**src/rtl/biriscv_iter_divider_pkg.sv**
```systemverilog
// rtl/biriscv_iter_divider_pkg.sv - shared encodings and constants for the iterative divider
package biriscv_iter_divider_pkg;

    typedef enum logic [1:0] {
        OP_DIV  = 2'b00,
        OP_DIVU = 2'b01,
        OP_REM  = 2'b10,
        OP_REMU = 2'b11
    } div_op_e;

    typedef enum logic [1:0] {
        ST_IDLE = 2'b00,
        ST_RUN  = 2'b01,
        ST_DONE = 2'b10
    } div_state_e;

    localparam logic [31:0] DIV_BY_ZERO_Q = 32'hFFFF_FFFF;
    localparam logic [31:0] INT_MIN       = 32'h8000_0000;

    function automatic logic [31:0] negate_if(input logic [31:0] v, input logic en);
        return en ? (~v + 32'd1) : v;
    endfunction

endpackage

```
**src/rtl/biriscv_div_step.sv**
```systemverilog
// rtl/biriscv_div_step.sv - one combinational radix-2 restoring division iteration
module biriscv_div_step #(
    parameter int W = 32
) (
    input  logic [W-1:0] rem_i,
    input  logic [W-1:0] q_i,
    input  logic [W-1:0] div_i,
    output logic [W-1:0] rem_o,
    output logic [W-1:0] q_o
);

    logic [W:0] rem_shift;
    logic [W:0] diff;

    // The shifted remainder keeps its carry-out bit so divisors above 2^(W-1) stay exact.
    always_comb begin
        rem_shift = {rem_i, q_i[W-1]};
        diff      = rem_shift - {1'b0, div_i};
        if (!diff[W]) begin
            rem_o = diff[W-1:0];
            q_o   = {q_i[W-2:0], 1'b1};
        end else begin
            rem_o = rem_shift[W-1:0];
            q_o   = {q_i[W-2:0], 1'b0};
        end
    end

endmodule

```
**src/rtl/biriscv_iter_divider.sv**
```systemverilog
// rtl/biriscv_iter_divider.sv - multi-cycle RV32M DIV/DIVU/REM/REMU unit
module biriscv_iter_divider
    import biriscv_iter_divider_pkg::*;
#(
    parameter int XLEN = 32
) (
    input  logic            clk_i,
    input  logic            rst_ni,
    input  logic            valid_i,
    output logic            ready_o,
    input  logic [1:0]      op_i,
    input  logic [XLEN-1:0] operand_a_i,
    input  logic [XLEN-1:0] operand_b_i,
    input  logic            flush_i,
    output logic            valid_o,
    output logic [XLEN-1:0] result_o
);

    div_state_e      state_q, state_d;
    logic [4:0]      cnt_q, cnt_d;
    logic [XLEN-1:0] q_q, q_d;
    logic [XLEN-1:0] rem_q, rem_d;
    logic [XLEN-1:0] div_q, div_d;
    logic [XLEN-1:0] result_q, result_d;
    logic            is_rem_q, is_rem_d;
    logic            neg_q_q, neg_q_d;
    logic            neg_r_q, neg_r_d;

    logic            accept;
    logic            is_signed;
    logic            a_neg, b_neg;
    logic            overflow;
    logic [XLEN-1:0] a_abs, b_abs;
    logic [XLEN-1:0] step_rem, step_q;

    biriscv_div_step #(.W(XLEN)) u_step (
        .rem_i (rem_q),
        .q_i   (q_q),
        .div_i (div_q),
        .rem_o (step_rem),
        .q_o   (step_q)
    );

    always_comb begin
        is_signed = (op_i == OP_DIV) || (op_i == OP_REM);
        a_neg     = is_signed && operand_a_i[XLEN-1];
        b_neg     = is_signed && operand_b_i[XLEN-1];
        a_abs     = a_neg ? (~operand_a_i + 1'b1) : operand_a_i;
        b_abs     = b_neg ? (~operand_b_i + 1'b1) : operand_b_i;
        overflow  = is_signed && (operand_a_i == INT_MIN) && (operand_b_i == '1);
        accept    = (state_q == ST_IDLE) && valid_i && !flush_i;
    end

    always_comb begin
        state_d  = state_q;
        cnt_d    = cnt_q;
        q_d      = q_q;
        rem_d    = rem_q;
        div_d    = div_q;
        result_d = result_q;
        is_rem_d = is_rem_q;
        neg_q_d  = neg_q_q;
        neg_r_d  = neg_r_q;

        case (state_q)
            ST_IDLE: begin
                if (accept) begin
                    is_rem_d = op_i[1];
                    if (operand_b_i == '0) begin
                        result_d = op_i[1] ? operand_a_i : DIV_BY_ZERO_Q;
                        state_d  = ST_DONE;
                    end else if (overflow) begin
                        result_d = op_i[1] ? '0 : INT_MIN;
                        state_d  = ST_DONE;
                    end else begin
                        q_d     = a_abs;
                        rem_d   = '0;
                        div_d   = b_abs;
                        neg_q_d = a_neg ^ b_neg;
                        neg_r_d = a_neg;
                        cnt_d   = 5'd31;
                        state_d = ST_RUN;
                    end
                end
            end
            ST_RUN: begin
                if (flush_i) begin
                    state_d = ST_IDLE;
                end else begin
                    q_d   = step_q;
                    rem_d = step_rem;
                    cnt_d = cnt_q - 5'd1;
                    if (cnt_q == 5'd0) begin
                        // Sign fix is folded into the final iteration so DONE only presents.
                        result_d = is_rem_q ? negate_if(step_rem, neg_r_q)
                                            : negate_if(step_q, neg_q_q);
                        state_d  = ST_DONE;
                    end
                end
            end
            ST_DONE: state_d = ST_IDLE;
            default: state_d = ST_IDLE;
        endcase
    end

    always_ff @(posedge clk_i or negedge rst_ni) begin
        if (!rst_ni) begin
            state_q  <= ST_IDLE;
            cnt_q    <= '0;
            q_q      <= '0;
            rem_q    <= '0;
            div_q    <= '0;
            result_q <= '0;
            is_rem_q <= 1'b0;
            neg_q_q  <= 1'b0;
            neg_r_q  <= 1'b0;
        end else begin
            state_q  <= state_d;
            cnt_q    <= cnt_d;
            q_q      <= q_d;
            rem_q    <= rem_d;
            div_q    <= div_d;
            result_q <= result_d;
            is_rem_q <= is_rem_d;
            neg_q_q  <= neg_q_d;
            neg_r_q  <= neg_r_d;
        end
    end

    assign ready_o  = (state_q == ST_IDLE);
    assign valid_o  = (state_q == ST_DONE) && !flush_i;
    assign result_o = result_q;

endmodule

```
**config.mk**
```make
export PLATFORM = sky130hd
export DESIGN_NAME = biriscv_iter_divider
export DESIGN_NICKNAME = d
export VERILOG_FILES = /design/src/rtl/biriscv_iter_divider_pkg.sv /design/src/rtl/biriscv_div_step.sv /design/src/rtl/biriscv_iter_divider.sv
export SDC_FILE = /design/constraint.sdc
export NUM_CORES = 1
export LEC_CHECK = 0
export CAP_MARGIN = 20
export CORE_ASPECT_RATIO = 0.75
export CORE_MARGIN = 1.5
export CORE_UTILIZATION = 40
export CTS_BUF_LIST = sky130_fd_sc_hd__clkbuf_8 sky130_fd_sc_hd__clkbuf_16
export DETAILED_ROUTE_END_ITERATION = 8
export PLACE_DENSITY = 0.61
export SYNTH_ARGS = -nofsm -noshare
export SYNTH_HDL_FRONTEND = slang
export SYNTH_HIERARCHICAL = 1
export SYNTH_SLANG_ARGS = --single-unit
```
**constraint.sdc**
```tcl
create_clock -name clk_i -period 13.5 [get_ports clk_i]
set_clock_uncertainty 0.2 [all_clocks]
set_input_delay 2.025 -clock clk_i [delete_from_list [all_inputs] [get_ports clk_i]]
set_output_delay 2.025 -clock clk_i [all_outputs]
set_load 0.005 [all_outputs]
```
==> Word-level counts from Yosys, hierarchy flattened <==
Cells that the tools add are included.
{ "word_totals": {"reg_bits": 138, "latchBits": 0, "ram_bits": 0, "mem_bits_ro": 0, "in_bits": 70, "out_inout_bits": 34, "word_cells": 89, "memories": 0} }
{ "op_classes": {"n_addsub": 6, "n_mul": 0, "div": 0, "n_lt_le_gt_ge": 0, "eq_ne": 12, "shift": 0, "mux": 36, "n_bitwise": 7, "n_reduce_logical": 19} }
{ "op_table": {"columns": ["op", "n"], "rows": [
  ["2-to-1 mux 32 bit", 21],
  ["one-hot mux 32 bit (2 select lines)", 3],
  ["adder 32 x 1 -> 32 bit, second input constant", 4],
  ["inverter 32 bit", 4],
  ["equality test 32 bit, second input constant", 2],
  ["subtractor 33 x 32 -> 33 bit", 1],
  ["zero test 32 bit", 1],
  ["2-to-1 mux 5 bit", 4],
  ["2-to-1 mux 2 bit", 5],
  ["one-hot mux 5 bit (2 select lines)", 1],
  ["AND reduction 5 bit", 2],
  ["!= test 2 bit, second input constant", 4],
  ["logical AND 1 bit", 7],
  ["zero test 5 bit", 1],
  ["subtractor 5 x 1 -> 5 bit, second input constant", 1],
  ["equality test 2 bit, second input constant", 2],
  ["zero test 2 bit", 2],
  ["one-hot mux 2 bit (2 select lines)", 1],
  ["AND reduction 2 bit", 2],
  ["AND reduction 4 bit", 1],
  ["!= test 3 x 1 -> 1 bit, second input constant", 1],
  ["!= test 3 bit, second input constant", 1],
  ["equality test 2 x 1 -> 1 bit, second input constant", 1],
  ["!= test 2 x 1 -> 1 bit, second input constant", 1],
  ["other kinds (6)", 7]
]} }

==> Longest topological paths before layout <==
{ "depth": {"word_depth": 9, "ltp_mapped": 23, "mapped_depth_nobuf": 21} }

==> Cells and area by module <==
Netlist, hierarchy kept.
{ "modules_own_cells": {"columns": ["mod", "n_inst", "cells_per_inst", "area_each_um2", "seq_area_each_um2"], "rows": [
  ["biriscv_iter_divider", 1, 1090, 8979.9, 3453.3],
  ["biriscv_div_step", 1, 342, 2488.6, 0.0]
]} }

==> Worst setup path after synthesis <==
OpenSTA, ideal clock, no wires.
{ "synth_timing": {"kind": "flip-flop to flip-flop", "from": "register q_q[31]", "to": "register result_q[25] (netlist: result_o[25])", "setup_time_ns": 0.122, "arrival_time_ns": 4.781, "required_ns": 13.178, "slack_ns": 8.398, "path_stages_with_launch": 22, "n_path_buf": 2, "synth_period_minus_slack_ns": 5.102, "cell_sequence": "dfrtp_1 inv_1 ha_1 fa_1 and2b_1 o2111ai_1 a21oi_2 o2111ai_1 a211oi_2 nor2_2 mux2i_1 and2_4 inv_2 buf_6 or4_4 or4_1 buf_2 or3_4 o41a_1 xnor2_1 a21oi_1 a32o_1"} }
{ "synth_via": {"elab_chain_len": 9, "word_cells_on_any_way": 13, "cone_classes": "3 x add/sub; 8 x mux; 2 x bitwise"} }
{ "synth_rtl": {"columns": ["element", "line", "rtl"], "rows": [
  ["start: declaration", "biriscv_iter_divider.sv:21", "logic [XLEN-1:0] q_q, q_d;"],
  ["start signal: assignment", "biriscv_iter_divider.sv:120", "q_q <= q_d;"],
  ["subtractor 33 x 32 -> 33 bit", "biriscv_div_step.sv:18", "diff = rem_shift - {1'b0, div_i};"],
  ["2-to-1 mux 1 bit", "biriscv_div_step.sv:19", "if (!diff[W]) begin"],
  ["net step_q[0]", "biriscv_iter_divider.sv:34", "logic [XLEN-1:0] step_rem, step_q;"],
  ["inverter 32 bit", "biriscv_iter_divider_pkg.sv:21", "return en ? (~v + 32'd1) : v;"],
  ["adder 32 x 1 -> 32 bit", "biriscv_iter_divider_pkg.sv:21", null],
  ["2-to-1 mux 32 bit", "biriscv_iter_divider_pkg.sv:21", null],
  ["2-to-1 mux 32 bit", "biriscv_iter_divider.sv:95", "result_d = is_rem_q ? negate_if(step_rem, neg_r_q)"],
  ["2-to-1 mux 32 bit", "biriscv_iter_divider.sv:93", "if (cnt_q == 5'd0) begin"],
  ["2-to-1 mux 32 bit", "biriscv_iter_divider.sv:87", "if (flush_i) begin"],
  ["one-hot mux 32 bit (2 select lines)", "biriscv_iter_divider.sv:65", "case (state_q)"],
  ["end signal: assignment", "biriscv_iter_divider.sv:123", "result_q <= result_d;"],
  ["end: declaration", "biriscv_iter_divider.sv:24", "logic [XLEN-1:0] result_q, result_d;"]
]} }
The timed path passes the listed nets, and every way through them passes these cells. The select of a mux whose other input is x is not followed.
A chain may end at the register's enable or synchronous reset.

==> Final worst setup path <==
{ "layout_timing": {"from": "register q_q[31]", "to": "register result_q[30] (netlist: result_o[30])"} }
The elaborated chain is that of the path after synthesis.

==> impl_summary.md <==
Status
The flow ran to the end, and the final reports show no timing, DRC or antenna violations.

Logic synthesis
The post-synthesis cell type with the largest combined area is sky130_fd_sc_hd__dfrtp_1. The commonest cells after synthesis are 207 x sky130_fd_sc_hd__nand2_1, 138 x sky130_fd_sc_hd__dfrtp_1, 131 x sky130_fd_sc_hd__o21ai_0, 91 x sky130_fd_sc_hd__nor2_1, 83 x sky130_fd_sc_hd__a21oi_1. The number of flops mapped to enable cells by yosys is 0. After Yosys synthesis, full adders, half adders and majority gates account for 4.43% of the synthesized area. After synthesis, flip-flops and latches occupy 30.1% of the total area.

Synthesis produced a netlist whose cell count is 1432. The proportion of synthesized flip-flops having asynchronous set or reset is 100%. The flip-flop and latch count after synthesis is 138.

The post-synthesis net count is 1542. The count of cell types in the netlist is 85. Measured against the total synthesized area, the mux share comes to 3.40%. The mean instance size in the synthesized netlist is 8.01 um2.

The area share of the largest cell type after synthesis is 30.1%. Yosys attributes the largest share of cell area to sky130_fd_sc_hd__dfrtp_1 30%, sky130_fd_sc_hd__nand2_1 6.8%, sky130_fd_sc_hd__xnor2_1 6.2%. The area share of and/or/nand/nor cells after synthesis is 20.5%. Summing every instance area after synthesis gives 11500 um2. The main combinational cell family by area after synthesis is compound AO/OA/AOI/OAI gates. The synthesized-area fraction occupied by ao, oa, aoi and oai cells is 23.0%. The leading cell type by number of instances after synthesis is sky130_fd_sc_hd__nand2_1.

The synthesized-area fraction occupied by xor and xnor cells is 11.1%. The yosys synthesis warning count is 6. The prevailing post-synth register cell is sky130_fd_sc_hd__dfrtp_1.

Clock tree
The clock tree from TritonCTS is built. The H-tree was split into 4 levels. Counting along the longest clock path gives a buffer depth of 2.

The number of buffers created by CTS is 17. The number of hold buffers added after CTS was 0. The clock sink total is 138. After clock tree synthesis, the setup repair step added 0 buffers. After clock tree synthesis, the repair step resized 0 gates. The clock reaches the later pin of the worst-skew pair after 440 ps. The clock root buffer master is sky130_fd_sc_hd__clkbuf_16. Clock-pin slew was measured on the worst setup and hold paths at 70 ps.

Critical path
Across all register-to-register paths, the minimum setup slack is 6850 ps. The highest net fanout along the worst path is 25. Among cell families on the critical path, the largest total delay comes from simple AND/OR/NAND/NOR gates. The signal on the critical path passes through inv_1 -> ha_1 -> fa_1 -> and2b_1 -> o2111ai_1 -> a21oi_2 -> o2111ai_1 -> a211oi_2 -> nor2_2 -> mux2i_1 -> and2_4 -> inv_2 -> mux2_1 -> nor4_1 -> nand4_1 -> or3_1 -> o31ai_1 -> xnor2_1 -> o21ai_0 -> o21ai_1. The worst path arrival time is 6820 ps. The delay of the slowest cell on the worst path is 760 ps.

The logic depth of the worst path, buffers included is 20. STA classifies the critical path endpoint as a flop. By instance count, the cell type seen most on the critical path is sky130_fd_sc_hd__o2111ai_1.

The buffer and inverter count on the worst path is 2. On the critical path, the stage with the largest delay is an instance of sky130_fd_sc_hd__mux2i_1. The nature of the critical path startpoint is a flop. The number of cells on the worst reg-to-reg path is 20.

For the worst setup path, the data required time is 13670 ps. By startpoint and endpoint, the worst setup path is classified as reg -> reg.

STA
The final count of pins violating max slew is 0. The final hold violation count is 0. The clock period minus final worst setup slack is 6650 ps. Summed over all failing endpoints, the final setup total negative slack is 0 ps.

The number of setup violations in the final report is 0. The post-route fraction of the period consumed by the critical path is 49.3%. The actual transition at the worst max-transition pin is 983 ps. The worst slew margin relative to its limit is 32.6%.

The worst hold margin is 276 ps. Setup repair after global routing left no endpoint under its margin. Timing would allow up to 150 MHz.

Global route
After global routing the overflow that remains totals 0. The first global-routing pass estimated 58000 um of wire. The via count of the first global-routing pass is 10.0k. The initial antenna violation count is 0. The combined global-route utilization of all metal layers is 25.4%.

Entering global routing, the biggest net connects 119 pins.

Power and ir drop
Summed over all cells, the static leakage comes to 5.45 nW. Power spread over the standard cell area amounts to 207 nW/um2. The maximum vdd drop is 164 uV.

Cells and area
The final layout contains 1564 nets. The number of fill cells in the layout is 2823. 0 antenna diodes ended up in the layout.

The post-synthesis to final-layout area growth is 14.1%. The post-route netlist has 6.89% of its cells at a drive strength greater than 1.

Routing
The first detailed-routing pass ran for 7 iterations. The mean number of vias per cell is 5.78. The number of DRC markers in iteration 0 is 1025. The count of nets left with antenna violations after detail routing is 0. The number of remaining DRC errors is 0.

The routed wire length is 36500 um. Detailed routing inserted a total of 10.7k vias. After detailed routing, the average wire length per cell comes to 19.7 um.

Die
The overall die width is 199 um. 104 I/O pins were placed. The vertical die dimension is 150 um. The die covers 29700 um2. The initial cell density of the core is 40.8%. The total area inside the core boundary comes to 28100 um2. The number of rows created at floorplan is 53.

Placement
The HPWL reported at the end of detailed placement is 27600 um. The port buffer count is 103. The congestion estimate from routability-driven global placement came to 0.943.

Hold path
The path class of the tightest hold or removal check is reg -> reg. The hold path depth is 2.

Flow run
Across the run, the number of max-cap violations was 0.
-- cell families (layout without fill, tap and decap cells) --
logic type               after synthesis  in the layout
AO/OA/AOI/OAI                        421            421
XOR/XNOR                             146            146
adder cells (fa/ha/maj)               40             40
buffers and inverters                171            205
flip-flops                           138            138
multiplexers                          29             29
AND/OR/NAND/NOR                      487            487
-- area by class of cell --
type	count	area [um2]	share of cell area, %
Inverter	60	225	1.72
Clock buffer	17	425	3.25
Tap cell	385	482	3.68
Clock inverter	14	156	1.20
Sequential cell	138	3450	26.4
Timing Repair Buffer	114	1160	8.86
Multi-Input combinational cell	1123	7180	54.9
-- registers in the layout, indices dropped and copies added, names as in the netlist --
| signal | flops |
|---|---|
| cnt_q | 5 |
| div_q | 32 |
| is_rem_q | 1 |
| rem_q | 32 |
| neg_q_q | 1 |
| state_q | 2 |
| q_q | 32 |
| neg_r_q | 1 |
| result_o | 32 |
-- through the flow --
step | cells | worst slack, ps | util [%] | total power, mW | instance area (um2)
6_report | 1851 | 6850 | 46.5 | 2.70 | 13100
5_1_grt | 1851 | 6390 | 46.5 | 2.89 | 13100
4_1_cts | 1848 | 6990 | 46.3 | 2.67 | 13000
3_5_place_dp | 1817 | 7020 | 44.2 | 2.18 | 12400
3_3_place_gp | 1817 | 7220 | 44.2 | 2.18 | 12400
2_1_floorplan | 1432 | 8400 | - | 1.80 | 11500
-- path summary, 6_finish.rpt --
check / startpoint / endpoint
worst max-delay path: q_q[31] / result_o[30]
worst min-delay path: result_o[1] / result_o[1]
worst max register to register: q_q[31] / result_o[30]
worst min register to register: result_o[1] / result_o[1]
max in group asynchronous: rst_ni / div_q[0]
min in group asynchronous: rst_ni / result_o[11]
-- layer usage --
layer | track usage (%) | vias to the layer above | wire length [um]
met3 | 5.97 | 33 | 3140
met4 | 6.40 | 0 | 533
li1 | - | 5118 | -
met2 | 35.8 | 420 | 14900
met1 | 38.3 | 5120 | 18000
met5 | 0 | - | 0
-- cells in the final DEF, fill, tap and decap left out, types with 8 or more instances in the layout --
cell                              instances
sky130_fd_sc_hd__buf_4                    8
sky130_fd_sc_hd__a31oi_1                 22
sky130_fd_sc_hd__a21o_1                  24
sky130_fd_sc_hd__o21ai_0                131
sky130_fd_sc_hd__o22ai_1                 14
sky130_fd_sc_hd__ha_1                    39
sky130_fd_sc_hd__nor2b_1                 13
sky130_fd_sc_hd__nor4_1                  14
sky130_fd_sc_hd__nand2b_1                 9
sky130_fd_sc_hd__a21oi_1                 83
sky130_fd_sc_hd__o41ai_1                 12
sky130_fd_sc_hd__nand4_1                 15
sky130_fd_sc_hd__clkdlybuf4s50_1        102
sky130_fd_sc_hd__xor2_1                  65
sky130_fd_sc_hd__nand2_1                207
sky130_fd_sc_hd__dfrtp_1                138
sky130_fd_sc_hd__o21ai_1                 22
sky130_fd_sc_hd__o211ai_1                11
sky130_fd_sc_hd__clkbuf_16               17
sky130_fd_sc_hd__inv_1                   57
sky130_fd_sc_hd__o31ai_1                 36
sky130_fd_sc_hd__nor2_1                  90
sky130_fd_sc_hd__or3_1                   24
sky130_fd_sc_hd__nand3_1                 23
sky130_fd_sc_hd__or2_2                    8
sky130_fd_sc_hd__or4_1                   18
sky130_fd_sc_hd__nor3_1                  20
sky130_fd_sc_hd__mux2_4                  19
sky130_fd_sc_hd__xnor2_1                 81
-- power breakdown --
group / leakage [nW] / internal, mW / switching (mW) / total (mW)
Clock: 0.284 / 0.287 / 0.190 / 0.476
Combinational: 3.38 / 0.651 / 0.982 / 1.63
Sequential: 1.79 / 0.490 / 0.105 / 0.595
-- worst register-to-register path, stage by stage, from the launching register on --
cell	delay, ps
sky130_fd_sc_hd__dfrtp_1	360
sky130_fd_sc_hd__inv_1	60
sky130_fd_sc_hd__ha_1	230
sky130_fd_sc_hd__fa_1	420
sky130_fd_sc_hd__and2b_1	240
sky130_fd_sc_hd__o2111ai_1	160
sky130_fd_sc_hd__a21oi_2	230
sky130_fd_sc_hd__o2111ai_1	190
sky130_fd_sc_hd__a211oi_2	300
sky130_fd_sc_hd__nor2_2	120
sky130_fd_sc_hd__mux2i_1	760
sky130_fd_sc_hd__and2_4	390
sky130_fd_sc_hd__inv_2	330
sky130_fd_sc_hd__mux2_1	530
sky130_fd_sc_hd__nor4_1	550
sky130_fd_sc_hd__nand4_1	390
sky130_fd_sc_hd__or3_1	480
sky130_fd_sc_hd__o31ai_1	260
sky130_fd_sc_hd__xnor2_1	150
sky130_fd_sc_hd__o21ai_0	80
sky130_fd_sc_hd__o21ai_1	150
Note: power is estimated with default switching activity, not from simulation.
